===== src/rtl/elc3_io_pkg.sv =====
`default_nettype none
// ============================================================================
// Package : elc3_io_pkg
// Brief   : Shared constants and types for the eLC-3 memory-mapped I/O block.
// Rev     : 1.0  initial release
// ============================================================================
package elc3_io_pkg;

    localparam logic [15:0] KBSR_ADDR = 16'hFE00;
    localparam logic [15:0] KBDR_ADDR = 16'hFE02;
    localparam logic [15:0] DSR_ADDR  = 16'hFE04;
    localparam logic [15:0] DDR_ADDR  = 16'hFE06;
    localparam logic [15:0] MCR_ADDR  = 16'hFFFE;
    localparam logic [6:0]  IO_PAGE   = 7'h7F;
    localparam logic [15:0] MCR_RESET = 16'h8000;

    typedef enum logic {
        IDLE = 1'b0,
        ACK  = 1'b1
    } io_state_t;

    function automatic logic in_io_page(input logic [15:0] addr);
        return (addr[15:9] == IO_PAGE);
    endfunction

endpackage : elc3_io_pkg
`default_nettype wire


===== src/rtl/elc3_io_fifo.sv =====
`default_nettype none
// ============================================================================
// Module  : elc3_io_fifo
// Brief   : Synchronous FIFO of 16-bit entries feeding the display driver.
// Rev     : 1.0  initial release
// ============================================================================
module elc3_io_fifo #(
    parameter int unsigned DEPTH = 4
) (
    input  logic        clk,
    input  logic        rst,
    input  logic        push,
    input  logic [15:0] wdata,
    input  logic        pop,
    output logic [15:0] rdata,
    output logic        full,
    output logic        empty
);

    localparam int unsigned AW = (DEPTH > 1) ? $clog2(DEPTH) : 1;
    localparam int unsigned CW = $clog2(DEPTH + 1);

    logic [15:0]   mem_q [DEPTH];
    logic [AW-1:0] wr_ptr_q, wr_ptr_d;
    logic [AW-1:0] rd_ptr_q, rd_ptr_d;
    logic [CW-1:0] count_q, count_d;
    logic          do_push;
    logic          do_pop;

    assign full  = (count_q == CW'(DEPTH));
    assign empty = (count_q == '0);
    assign rdata = mem_q[rd_ptr_q];

    // A pop frees a slot in the same cycle, so a full FIFO still accepts a push.
    assign do_pop  = pop && !empty;
    assign do_push = push && (!full || do_pop);

    always_comb begin
        wr_ptr_d = wr_ptr_q;
        rd_ptr_d = rd_ptr_q;
        count_d  = count_q;
        if (do_push) begin
            wr_ptr_d = wr_ptr_q + AW'(1);
        end
        if (do_pop) begin
            rd_ptr_d = rd_ptr_q + AW'(1);
        end
        case ({do_push, do_pop})
            2'b10:   count_d = count_q + CW'(1);
            2'b01:   count_d = count_q - CW'(1);
            default: count_d = count_q;
        endcase
    end

    always_ff @(posedge clk) begin
        if (rst) begin
            wr_ptr_q <= '0;
            rd_ptr_q <= '0;
            count_q  <= '0;
        end else begin
            wr_ptr_q <= wr_ptr_d;
            rd_ptr_q <= rd_ptr_d;
            count_q  <= count_d;
        end
    end

    always_ff @(posedge clk) begin
        if (do_push) begin
            mem_q[wr_ptr_q] <= wdata;
        end
    end

endmodule : elc3_io_fifo
`default_nettype wire


===== src/rtl/elc3_io_ctl.sv =====
`default_nettype none
// ============================================================================
// Module  : elc3_io_ctl
// Brief   : eLC-3 I/O page controller (KBSR/KBDR/DSR/DDR/MCR, display FIFO).
//           Define ELC3_IO_IRQ_EN to enable the KBSR IE bit and Kbd_Irq.
// Rev     : 1.0  initial release
// ============================================================================
module elc3_io_ctl
    import elc3_io_pkg::*;
#(
    parameter int unsigned FIFO_DEPTH  = 4,
    parameter int unsigned SYNC_STAGES = 2
) (
    input  logic        Clk,
    input  logic        Reset,
    input  logic        MIO_EN,
    input  logic        R_W,
    input  logic [15:0] Addr,
    input  logic [15:0] Wr_Data,
    output logic        IO_Sel,
    output logic [15:0] Rd_Data,
    output logic        IO_Ready,
    input  logic [15:0] Kbd_Data,
    input  logic        Key_Strobe,
    output logic [15:0] Disp_Data,
    output logic        Disp_Valid,
    input  logic        Disp_Ack,
    output logic        Run_En,
    output logic        Kbd_Irq
);

    io_state_t              state_q, state_d;
    logic                   access;
    logic                   rd_acc;
    logic                   wr_acc;
    logic [15:0]            rd_mux;
    logic [15:0]            rd_data_q, rd_data_d;
    logic [SYNC_STAGES-1:0] sync_q, sync_d;
    logic                   key_prev_q;
    logic                   key_evt;
    logic [15:0]            kbdr_q, kbdr_d;
    logic                   kbsr_rdy_q, kbsr_rdy_d;
    logic                   kbsr_ie;
    logic [15:0]            mcr_q, mcr_d;
    logic                   fifo_push;
    logic                   fifo_full;
    logic                   fifo_empty;

    assign IO_Sel = MIO_EN && in_io_page(Addr);

    // Access FSM: one access per IDLE->ACK transition; ACK always returns to IDLE.
    always_comb begin
        state_d = state_q;
        access  = 1'b0;
        case (state_q)
            IDLE: begin
                if (IO_Sel) begin
                    state_d = ACK;
                    access  = 1'b1;
                end
            end
            ACK:     state_d = IDLE;
            default: state_d = IDLE;
        endcase
    end

    assign rd_acc   = access && !R_W;
    assign wr_acc   = access && R_W;
    assign IO_Ready = (state_q == ACK);
    assign Rd_Data  = rd_data_q;

    always_comb begin
        rd_mux = 16'h0000;
        case (Addr)
            KBSR_ADDR: rd_mux = {kbsr_rdy_q, kbsr_ie, 14'b0};
            KBDR_ADDR: rd_mux = kbdr_q;
            DSR_ADDR:  rd_mux = {~fifo_full, 15'b0};
            MCR_ADDR:  rd_mux = mcr_q;
            default:   rd_mux = 16'h0000;
        endcase
    end

    always_comb begin
        rd_data_d = rd_data_q;
        if (rd_acc) begin
            rd_data_d = rd_mux;
        end else if (wr_acc) begin
            rd_data_d = 16'h0000;
        end
    end

    // Key strobe synchroniser; the cast keeps the low bits so one stage also works.
    assign sync_d  = SYNC_STAGES'({sync_q, Key_Strobe});
    assign key_evt = sync_q[SYNC_STAGES-1] && !key_prev_q;

    // A key arriving alongside a KBDR read wins over the read's ready-clear.
    always_comb begin
        kbdr_d     = kbdr_q;
        kbsr_rdy_d = kbsr_rdy_q;
        if (rd_acc && (Addr == KBDR_ADDR)) begin
            kbsr_rdy_d = 1'b0;
        end
        if (key_evt) begin
            kbdr_d     = Kbd_Data;
            kbsr_rdy_d = 1'b1;
        end
    end

    // Run_En is sticky-low: a write can clear MCR[15] but never set it again.
    always_comb begin
        mcr_d = mcr_q;
        if (wr_acc && (Addr == MCR_ADDR)) begin
            mcr_d     = Wr_Data;
            mcr_d[15] = Wr_Data[15] && mcr_q[15];
        end
    end

    assign Run_En    = mcr_q[15];
    assign fifo_push = wr_acc && (Addr == DDR_ADDR);

    always_ff @(posedge Clk) begin
        if (Reset) begin
            state_q    <= IDLE;
            rd_data_q  <= 16'h0000;
            sync_q     <= '0;
            key_prev_q <= 1'b0;
            kbdr_q     <= 16'h0000;
            kbsr_rdy_q <= 1'b0;
            mcr_q      <= MCR_RESET;
        end else begin
            state_q    <= state_d;
            rd_data_q  <= rd_data_d;
            sync_q     <= sync_d;
            key_prev_q <= sync_q[SYNC_STAGES-1];
            kbdr_q     <= kbdr_d;
            kbsr_rdy_q <= kbsr_rdy_d;
            mcr_q      <= mcr_d;
        end
    end

`ifdef ELC3_IO_IRQ_EN
    logic kbsr_ie_q, kbsr_ie_d;
    logic kbd_irq_q, kbd_irq_d;

    always_comb begin
        kbsr_ie_d = kbsr_ie_q;
        if (wr_acc && (Addr == KBSR_ADDR)) begin
            kbsr_ie_d = Wr_Data[14];
        end
        kbd_irq_d = kbsr_rdy_q && kbsr_ie_q;
    end

    always_ff @(posedge Clk) begin
        if (Reset) begin
            kbsr_ie_q <= 1'b0;
            kbd_irq_q <= 1'b0;
        end else begin
            kbsr_ie_q <= kbsr_ie_d;
            kbd_irq_q <= kbd_irq_d;
        end
    end

    assign kbsr_ie = kbsr_ie_q;
    assign Kbd_Irq = kbd_irq_q;
`else
    assign kbsr_ie = 1'b0;
    assign Kbd_Irq = 1'b0;
`endif

    elc3_io_fifo #(
        .DEPTH (FIFO_DEPTH)
    ) u_fifo (
        .clk   (Clk),
        .rst   (Reset),
        .push  (fifo_push),
        .wdata (Wr_Data),
        .pop   (Disp_Ack),
        .rdata (Disp_Data),
        .full  (fifo_full),
        .empty (fifo_empty)
    );

    assign Disp_Valid = !fifo_empty;

endmodule : elc3_io_ctl
`default_nettype wire


===== config.mk =====
export PLATFORM = sky130hd
export DESIGN_NAME = elc3_io_ctl
export DESIGN_NICKNAME = d
export VERILOG_FILES = /design/src/rtl/elc3_io_pkg.sv /design/src/rtl/elc3_io_fifo.sv /design/src/rtl/elc3_io_ctl.sv
export SDC_FILE = /design/constraint.sdc
export NUM_CORES = 1
export LEC_CHECK = 0
export BUFFER_PORTS_ARGS = -buffer_cell sky130_fd_sc_hd__buf_4
export CORE_AREA = 2 2 110 101
export CTS_CLUSTER_SIZE = 25
export DETAILED_ROUTE_END_ITERATION = 12
export DIE_AREA = 0 0 112 103
export PLACE_DENSITY = 0.77
export REMOVE_ABC_BUFFERS = 1
export SETUP_SLACK_MARGIN = 0.5
export SLEW_MARGIN = 20
export SYNTH_ARGS = -nofsm -noshare
export SYNTH_HDL_FRONTEND = slang
export SYNTH_SLANG_ARGS = --single-unit
export TNS_END_PERCENT = 10

===== constraint.sdc =====
create_clock -name Clk -period 2.95 [get_ports Clk]
set_input_delay 0.4425 -clock Clk [delete_from_list [all_inputs] [get_ports Clk]]
set_output_delay 0.4425 -clock Clk [all_outputs]
set_load 0.05 [all_outputs]

==> results of run 1 <==
-- power by group through the flow --
| stage | clock (uW) | sequential [uW] | combinational [uW] |
|---|---|---|---|
| after global routing | 2300 | 1850 | 132 |
| after detailed placement | 0 | 1890 | 121 |
| after CTS | 2220 | 1850 | 122 |
| after floorplan | 0 | 1890 | 28.2 |
| after global placement | 0 | 1890 | 118 |
| final | 2200 | 1850 | 121 |
-- state kept, by name, indices dropped and copies added (netlist names), named ones only --
name             flops
mcr_q               16
key_prev_q           1
kbsr_rdy_q           1
u_fifo.count_q       3
Rd_Data             16
IO_Ready             1
sync_q               2
u_fifo.wr_ptr_q      2
u_fifo.mem_q        64
u_fifo.rd_ptr_q      2
kbdr_q              16
-- layer usage --
metal | vias to the layer above | GRT usage [%] | share of wire [%]
li1 | 1596 | - | -
met1 | 1577 | 22.9 | 43
met2 | 115 | 32.4 | 50
met3 | 10 | 5.70 | 5.6
met4 | 0 | 7.50 | 1.4
met5 | - | 0 | 0
-- metrics by stage --
step | utilization (%) | worst slack [ns]
after global routing | 60.2 | 0.544
after global placement | 54.2 | 0.306
after detailed placement | 54.2 | 0.179
after floorplan | - | 0.317
after CTS | 60.2 | 0.529
final | 60.2 | 0.644
-- cell families (layout without fill, tap and decap cells) --
logic type / after synthesis / in the layout / share of synthesized area, %
AND/OR/NAND/NOR: 134 / 134 / 14.0
flip-flops: 126 / 126 / 64.4
AO/OA/AOI/OAI: 73 / 73 / 8.87
buffers and inverters: 25 / 134 / 2.50
multiplexers: 19 / 19 / 8.00
adder cells (fa/ha/maj): 5 / 5 / 1.43
XOR/XNOR: 4 / 4 / 0.714
other: 1 / 1 / 0.0764
-- what timing repair did --
| action | in CTS | in global routing |
|---|---|---|
| setup endpoints to repair | 1 | 1 |
| gates resized for setup | 2 | 3 |
| pin swaps | 0 | 0 |
-- cell type report --
type	count	area [um2]
inverters	3	11.3
multi-input cells	236	1630
clock inverters	15	208
flip-flops and latches	126	3160
repair buffers	99	743
well taps	133	166
clock buffers	17	425
fillers	814	4190
-- path summary, 6_finish.rpt --
kind                            cells after the start  slack, ns                            from                             end
worst max-delay path                                2       0.64                       flip-flop                   Disp_Data[13]
worst min register to register                      1       0.45            sync_q[0]$_SDFF_PP0_            sync_q[1]$_SDFF_PP0_
worst min-delay path                                1       0.25                     Wr_Data[10]   u_fifo.mem_q[1][10]$_DFFE_PP_
worst max register to register                      8       0.66  u_fifo.count_q[0]$_SDFFE_PP0P_  u_fifo.count_q[2]$_SDFFE_PP0P_
-- cell usage in the layout, fill, tap and decap left out, types with 5 or more instances in the layout --
cell                        Yosys  routed
sky130_fd_sc_hd__a21oi_1       33      33
sky130_fd_sc_hd__a22oi_1       15      15
sky130_fd_sc_hd__buf_4          1      99
sky130_fd_sc_hd__clkbuf_16      0      17
sky130_fd_sc_hd__dfxtp_1       62      62
sky130_fd_sc_hd__edfxtp_1      64      64
sky130_fd_sc_hd__inv_6          0       5
sky130_fd_sc_hd__mux4_2        16      16
sky130_fd_sc_hd__nand2_1       81      81
sky130_fd_sc_hd__nand3_1        5       5
sky130_fd_sc_hd__nor2_1        13      13
sky130_fd_sc_hd__nor2b_1        7       7
sky130_fd_sc_hd__o21ai_0        8       7
sky130_fd_sc_hd__o21ai_1       10      10
==> impl_metrics.ini, run 1 <==
[critical_path]
worst-path-buf-inv = 1
cpMaxStageDelayCell = sky130_fd_sc_hd__dfxtp_1
cpPeakStageDelay_ns = 0.82
setup.worst_path.class = reg2out
critPathCaptureType = output port
start_kind = flip-flop
crit_arrival_ns = 1.86
critical_path.cell_chain = mux4_2, buf_4
critPathRequiredTime_ns = 2.51
timing.critical_path.fanout_max = 16
family_with_the_most_delay_on_the_worst_path = flip-flops

[power]
p_leak_uw = 0.00230
ir_drop_mv = 0.363
clock_power_share_pct = 52.7
seq_power_share_pct = 44.4
power_uw = 4170
power_frac_comb_pct = 2.9
power_per_cell_area_nw_per_um2 = 657
internal-power_uw = 3330
swShare_pct = 20.0
switching_power_uw = 835

[drt]
antenna_left = 0
totalWireLength_um = 10500
drt_pass1_iterations = 4
detailedRoute.firstIterationViolations = 217
dr_total_vias = 3298
post_drt_wl_per_cell_um = 16.7
vias_per_cell = 5.24
drc = 0

[synth]
yosys_register_bits = 126
yosysTopAreaCell = sky130_fd_sc_hd__edfxtp_1
ys_dominant_reg_cell = sky130_fd_sc_hd__edfxtp_1
netlist_area_um2 = 4910
netlist.area_leader.share_pct = 39.1
synth-edff-count = 64
async_reset_ff_share_pct = 0
ys_top_cells_by_area = sky130_fd_sc_hd__edfxtp_1, sky130_fd_sc_hd__dfxtp_1, sky130_fd_sc_hd__mux4_2
synthCells = 387
syn_area_per_cell_um2 = 12.7
synth.yosys.seq_area_share_pct = 64.4
synth.most_common_cell = sky130_fd_sc_hd__nand2_1
synth-warning-count = 0
synth_common_cells = sky130_fd_sc_hd__nand2_1, sky130_fd_sc_hd__edfxtp_1, sky130_fd_sc_hd__dfxtp_1, sky130_fd_sc_hd__a21oi_1, sky130_fd_sc_hd__mux4_2
synthDistinctLibCells = 47

[place]
number_of_instances_in_the_placed_design = 597
detailed_place.area_um2 = 5710
gp_congestion = 0.827
dp_hpwl_um = 7060
port_buffers = 89

[timing]
grt_setup_unrepaired = false
final_clock_period_utilization_by_the_worst_path_pct = 78.2
finalSetupViolCount = 0
finalSetupTns_ns = 0
tightestPinTransition_ns = 0.782
achievable-frequency_mhz = 434
hold_slack_ns = 0.255
largest_clock_skew_in_the_final_design_ns = 0.00518
timing.slew.headroom_pct = 47.8
timing_hold_violations_final = 0
finalWorstPathRequiredPeriod_ns = 2.31
final_max_slew_viol_count = 0

[clocking]
cts_made_buffers = 17
postCtsSetupBuffers = 0
holdBufCountCts = 0
htree_num_levels = 4
clock_insertion_delay_worst_skew_ns = 0.40
cts_tree = done
clk_transition_reported_paths_ns = 0.06
root_driver = sky130_fd_sc_hd__clkbuf_16
clock_tree.buffer_depth = 2
clock_sink_count = 126

[final_layout]
antenna_cells = 0
syn2layout_area_growth_pct = 29.3
final_nets = 542
stdcell_area_um2 = 6350
drive_above_1_share_pct = 33.1
final_cells = 629

[floorplanning]
total_number_of_placement_rows = 36
dieHeight_um = 103
initial_core_util_pct = 46.6
floorplan.core_area_um2 = 10500
die_area_um2 = 11500
ioPinCount = 91
die_w_um = 112

[global_route]
global_route.usage.total_pct = 19.0
antenna_found_initial = 0
grt_max_degree = 50
grt_pass1_vias = 3449
first_pass_grt_wire_length_um = 16800
grt_remaining_overflow = 0

[min_path]
holdCritPathClass = in2reg

[flow_run]
max_cap_violations = 0

[outcome]
outcome = finished, final reports clean
(Power assumes the default switching activity.)
==> run 2, diff against run 1 <==
--- a/config.mk
+++ b/config.mk
@@ -5,12 +5,13 @@
 export SDC_FILE = /design/constraint.sdc
 export NUM_CORES = 1
 export LEC_CHECK = 0
+export ABC_AREA = 1
 export BUFFER_PORTS_ARGS = -buffer_cell sky130_fd_sc_hd__buf_4
-export CORE_AREA = 2 2 110 101
+export CORE_AREA = 2 2 113 104
 export CTS_CLUSTER_SIZE = 25
 export DETAILED_ROUTE_END_ITERATION = 12
-export DIE_AREA = 0 0 112 103
-export PLACE_DENSITY = 0.77
+export DIE_AREA = 0 0 115 106
+export PLACE_DENSITY = 0.79
 export REMOVE_ABC_BUFFERS = 1
 export SETUP_SLACK_MARGIN = 0.5
 export SLEW_MARGIN = 20
==> constraint.sdc (replaced) <==
create_clock -name Clk -period 2.07 [get_ports Clk]
set_input_delay 0.3105 -clock Clk [delete_from_list [all_inputs] [get_ports Clk]]
set_output_delay 0.3105 -clock Clk [all_outputs]
set_load 0.05 [all_outputs]
==> run 2 against run 1 <==
Net effect:
- via count is 27% higher
- final area up 12%
- power grew 86%
- non-clock buffer count grew 17
- synthesized area grew 5.4%
- count of clock-buffer cells in the layout rose by 4
- register-to-register slack got worse by 0.36 ns
- synthesized cell count up 37%
- critical path depth up 3
- hold slack got worse by 0.15 ns
- global-route usage increased by 2.8 points
- highest routed layer unchanged
==> impl_metrics.ini, run 2 <==
[outcome]
outcome = finished, final reports clean

[place]
number_of_instances_in_the_placed_design = 746
port_buffers = 89
gp_congestion = 0.878
detailed_place.area_um2 = 6030
dp_hpwl_um = 7960
dp_worst_setup_slack_ns = 0.0128

[global_route]
grt_pass1_vias = 4110
global_route.usage.total_pct = 21.8
grt_remaining_overflow = 0
grt_max_degree = 39
antenna_found_initial = 0
first_pass_grt_wire_length_um = 20300

[min_path]
holdCritPathClass = in2reg

[power]
ir_drop_mv = 0.474
p_leak_uw = 0.00271
power_per_cell_area_nw_per_um2 = 1090

[synth]
synth-warning-count = 0
async_reset_ff_share_pct = 0
netlist.area_leader.share_pct = 37.1
yosysTopAreaCell = sky130_fd_sc_hd__edfxtp_1
synthCells = 531
synth.yosys.seq_area_share_pct = 61.1
synth_common_cells = sky130_fd_sc_hd__nor2_1, sky130_fd_sc_hd__o21ai_0, sky130_fd_sc_hd__edfxtp_1, sky130_fd_sc_hd__dfxtp_1, sky130_fd_sc_hd__inv_1
ys_dominant_reg_cell = sky130_fd_sc_hd__edfxtp_1
ys_top_cells_by_area = sky130_fd_sc_hd__edfxtp_1, sky130_fd_sc_hd__dfxtp_1, sky130_fd_sc_hd__o21ai_0
netlist_area_um2 = 5180
synth-edff-count = 64
synthDistinctLibCells = 31
synth.most_common_cell = sky130_fd_sc_hd__nor2_1
yosys_register_bits = 126
syn_area_per_cell_um2 = 9.75

[timing]
finalWorstSetupSlack_ns = 0.213
largest_clock_skew_in_the_final_design_ns = 0.00920
achievable-frequency_mhz = 539
timing.slew.headroom_pct = 34.8
final_max_slew_viol_count = 0
finalSetupViolCount = 0
final_clock_period_utilization_by_the_worst_path_pct = 89.7
tightestPinTransition_ns = 0.977
timing_hold_violations_final = 0
finalWorstPathRequiredPeriod_ns = 1.86
hold_slack_ns = 0.109
grt_setup_unrepaired = true

[critical_path]
timing.critical_path.fanout_max = 5
critPathRequiredTime_ns = 1.76
crit_arrival_ns = 1.55
start_kind = flip-flop
critPathCaptureType = output port
setup.worst_path.class = reg2out

[final_layout]
layout_common_cells = sky130_fd_sc_hd__buf_4, sky130_fd_sc_hd__edfxtp_1, sky130_fd_sc_hd__nor2_1
layout.cells.most_common = sky130_fd_sc_hd__buf_4
antenna_cells = 0
fill_cells = 842
final_cells = 790
stdcell_area_um2 = 7100
final_nets = 700
max_flop_register = u_fifo.mem_q
largest_reg_flops = 64
syn2layout_area_growth_pct = 37.2
drive_above_1_share_pct = 32.0

[drt]
dr_total_vias = 4185
detailedRoute.firstIterationViolations = 289
vias_per_cell = 5.30
antenna_left = 0
drc = 0
post_drt_wl_per_cell_um = 16.6
totalWireLength_um = 13100
drt_pass1_iterations = 4

[floorplanning]
die_w_um = 115
ioPinCount = 91
total_number_of_placement_rows = 37
dieHeight_um = 106
floorplan.core_area_um2 = 11100
die_area_um2 = 12200
initial_core_util_pct = 46.6

[clocking]
clock_sink_count = 126
htree_num_levels = 4
cts_tree = done
cts_made_buffers = 17
root_driver = sky130_fd_sc_hd__clkbuf_16
clock_tree.buffer_depth = 2
clock_insertion_delay_worst_skew_ns = 0.41
clk_transition_reported_paths_ns = 0.06

[flow_run]
max_cap_violations = 0
==> run 2: changes by cell type in the layout (fill, tap and decap cells not counted), moves of 7 or more <==
cell,change
sky130_fd_sc_hd__buf_4,-8
sky130_fd_sc_hd__o21ai_0,+39
sky130_fd_sc_hd__nand2_1,-23
sky130_fd_sc_hd__nand3_1,+10
sky130_fd_sc_hd__buf_6,+12
sky130_fd_sc_hd__inv_1,+55
sky130_fd_sc_hd__mux4_2,-16
sky130_fd_sc_hd__a21oi_2,+10
sky130_fd_sc_hd__o21ai_2,+15
sky130_fd_sc_hd__o22ai_1,+10
sky130_fd_sc_hd__o22ai_2,+18
sky130_fd_sc_hd__a22oi_1,-15
sky130_fd_sc_hd__nor2_1,+50
sky130_fd_sc_hd__nor2b_1,-7
==> run 2: layout make-up <==
cell class                      instances  area, um2  area share (%)
Multi-Input combinational cell        318       1820            25.6
Tap cell                              136        170            2.40
Clock inverter                         11        143            2.01
Timing Repair Buffer                  116       1120            15.7
Clock buffer                           21        440            6.20
Inverter                               62        244            3.44
Sequential cell                       126       3170            44.7
==> run 2: timing repair <==
item,4_1_cts,5_1_grt
resized for setup,68,22
gates cloned,6,1
hold buffers,0,0
buffers inserted,5,0
pin swaps,15,5
endpoints found under the setup margin,87,97
==> run 2: critical path: stages (launching register included) <==
cell                      delay, ns
sky130_fd_sc_hd__dfxtp_4       0.43
sky130_fd_sc_hd__buf_6         0.13
sky130_fd_sc_hd__buf_16        0.11
sky130_fd_sc_hd__o21ai_0       0.09
sky130_fd_sc_hd__o22ai_1       0.16
sky130_fd_sc_hd__buf_4         0.22
==> run 2: logic make-up after synthesis <==
family / share of synthesized area, %
buffers and inverters: 6.86
AO/OA/AOI/OAI: 17.0
AND/OR/NAND/NOR: 13.6
other: 0.0724
adder cells (fa/ha/maj): 1.35
flip-flops: 61.1
==> run 2: worst paths after layout <==
kind | from | slack (ns) | endpoint | depth (start not counted)
max | flip-flop | 0.21 | Disp_Data[8] | 5
min | Key_Strobe | 0.11 | sync_q[0]$_SDFF_PP0_ | 3
max reg2reg | IO_Ready$_SDFF_PP0_ | 0.30 | u_fifo.count_q[2]$_SDFFE_PP0P_ | 12
min reg2reg | sync_q[0]$_SDFF_PP0_ | 0.40 | sync_q[1]$_SDFF_PP0_ | 2
==> run 2: report_power, final <==
part	switching [uW]	internal [uW]
Clock	1040	1890
Sequential	62.0	2690
Combinational	1210	857
==> run 2: through the flow <==
step	TNS [ns]	total power, uW	util (%)
after detailed placement	0	4230	54.3
after floorplan	-6.66	3710	-
after global routing	0	8000	63.9
after global placement	0	4190	54.3
final	0	7750	63.9
after CTS	0	7630	63.0
==> run 2: per-layer routing <==
layer  routed length [um]  GRT usage [%]  vias to the layer above
met5                    0              0                        -
met4                  252           8.43                        0
met3                  770           4.62                       22
met2                 6560           36.9                      150
met1                 5530           27.3                     1979
li1                     -              -                     2034
==> run 3, diff against run 2 <==
--- a/config.mk
+++ b/config.mk
@@ -7,10 +7,10 @@
 export LEC_CHECK = 0
 export ABC_AREA = 1
 export BUFFER_PORTS_ARGS = -buffer_cell sky130_fd_sc_hd__buf_4
-export CORE_AREA = 2 2 113 104
+export CORE_AREA = 2 2 91 128
 export CTS_CLUSTER_SIZE = 25
 export DETAILED_ROUTE_END_ITERATION = 12
-export DIE_AREA = 0 0 115 106
+export DIE_AREA = 0 0 93 130
 export PLACE_DENSITY = 0.79
 export REMOVE_ABC_BUFFERS = 1
 export SETUP_SLACK_MARGIN = 0.5
==> run 3 against run 2 <==
Net effect:
- first-iteration DRC count is 24% lower
- hold slack got worse by 0.0077 ns
- register-to-register slack barely moved
- clock power is 9.2% lower
- die area shrank 0.82%
- critical path depth is 1 lower
- global-route usage shrank 1.5 points
- sequential cell count unchanged
- critical path type unchanged
==> impl_metrics.ini, run 3 (synthesized netlist as in run 2, its figures left out) <==
[critical_path]
worstRegToRegCells = 11
timing.critical_path.fanout_max = 16
start_kind = flip-flop
crit_arrival_ns = 1.59
setup.worst_path.class = reg2out
setup.reg_to_reg.worst_slack_ns = 0.31
critPathRequiredTime_ns = 1.76
r2r_end = u_fifo.count_q[2]$_SDFFE_PP0P_
crit-reg2reg-launch = u_fifo.count_q[0]$_SDFFE_PP0P_
critPathCaptureType = output port

[floorplanning]
total_number_of_placement_rows = 46
die_w_um = 93
die_area_um2 = 12100
initial_core_util_pct = 46.8
dieHeight_um = 130
ioPinCount = 91
floorplan.core_area_um2 = 11100

[drt]
drt_pass1_iterations = 5
detailedRoute.firstIterationViolations = 221
dr_total_vias = 4131
post_drt_wl_per_cell_um = 15.4
vias_per_cell = 5.22
antenna_left = 0
drc = 0
totalWireLength_um = 12200

[final_layout]
layout.cells.most_common = sky130_fd_sc_hd__buf_4
largest_reg_flops = 64
max_flop_register = u_fifo.mem_q
final_nets = 694
antenna_cells = 0
drive_above_1_share_pct = 27.0
fin_util_pct = 61.2
syn2layout_area_growth_pct = 30.7
fill_cells = 926
layout_common_cells = sky130_fd_sc_hd__buf_4, sky130_fd_sc_hd__nor2_1, sky130_fd_sc_hd__edfxtp_1

[global_route]
global_route.usage.total_pct = 20.3
grt_remaining_overflow = 0
grt_max_degree = 39
grt_pass1_vias = 3955
antenna_found_initial = 0
first_pass_grt_wire_length_um = 18700

[clocking]
root_driver = sky130_fd_sc_hd__clkbuf_16
clock_tree.buffer_depth = 2
cts_tree = done
htree_num_levels = 4
clock_insertion_delay_worst_skew_ns = 0.41
clock_sink_count = 126
clk_transition_reported_paths_ns = 0.05
holdBufCountCts = 0
cts_made_buffers = 17

[outcome]
outcome = finished, final reports clean

[flow_run]
max_cap_violations = 0

[place]
port_buffers = 89
dp_hpwl_um = 8010
gp_congestion = 0.859

[timing]
finalWorstPathRequiredPeriod_ns = 1.90
grt_setup_unrepaired = true
timing_hold_violations_final = 0
tightestPinTransition_ns = 0.964
finalSetupTns_ns = 0
finalSetupViolCount = 0
final_max_slew_viol_count = 0
final_clock_period_utilization_by_the_worst_path_pct = 91.6
timing.slew.headroom_pct = 35.6
largest_clock_skew_in_the_final_design_ns = 0.00585
achievable-frequency_mhz = 528

[min_path]
hold_path_end = sync_q[0]$_SDFF_PP0_
min_from = Key_Strobe
holdCritPathClass = in2reg
hold_depth = 3

[power]
power_per_cell_area_nw_per_um2 = 1050
ir_drop_mv = 0.666
p_leak_uw = 0.00255
run 3: layer usage:
metal	wire length [um]	track usage, %	up-vias
li1	-	-	2012
met1	4630	21.9	1942
met2	6520	36.7	146
met3	655	5.08	31
met4	409	10.6	0
met5	0	0	-
run 3: through the flow:
step	std cells	area (um2)	setup slack [ns]	hold slack, ns	total power (uW)
floorplan	506	5050	-0.201	0.373	3710
global placement	754	6080	0.103	0.393	4210
detailed placement	754	6080	0.00831	0.396	4260
CTS	791	6730	0.183	0.0958	7100
global route	792	6770	0.149	0.0973	7390
finish	792	6770	0.174	0.101	7130
run 3: worst max-delay path by stage:
stage          cells after the start                        endpoint  slack [ns]
2_1_floorplan                      3                    Disp_Data[0]       -0.20
3_3_place_gp                      14  u_fifo.count_q[2]$_SDFFE_PP0P_        0.10
3_5_place_dp                      14  u_fifo.count_q[2]$_SDFFE_PP0P_       0.008
4_1_cts                            4                   Disp_Data[11]        0.18
5_1_grt                            4                    Disp_Data[5]        0.15
6_report                           4                   Disp_Data[11]        0.17
run 3: what timing repair did:
action	in CTS	in global routing
gates cloned	3	1
gates resized for setup	17	10
pin swaps	4	4
setup endpoints to repair	82	94
buffers inserted	2	0
run 3: final cells by class:
class	count	area, um2	share of cell area [%]
clock buffers	22	444	6.56
clock inverters	10	91.3	1.35
inverters	62	238	3.51
multi-input cells	318	1670	24.6
flip-flops and latches	126	3170	46.9
well taps	144	180	2.66
repair buffers	110	975	14.4
run 3: where the power goes:
group | internal [uW] | switching (uW)
Clock | 1640 | 1020
Sequential | 2690 | 59.7
Combinational | 635 | 1080
run 3: worst max-delay path, stage by stage (launching register included):
cell and delay [ns]:
sky130_fd_sc_hd__dfxtp_4 0.40, sky130_fd_sc_hd__buf_12 0.15, sky130_fd_sc_hd__o21ai_0 0.10, sky130_fd_sc_hd__o22ai_1 0.26, sky130_fd_sc_hd__buf_4 0.26
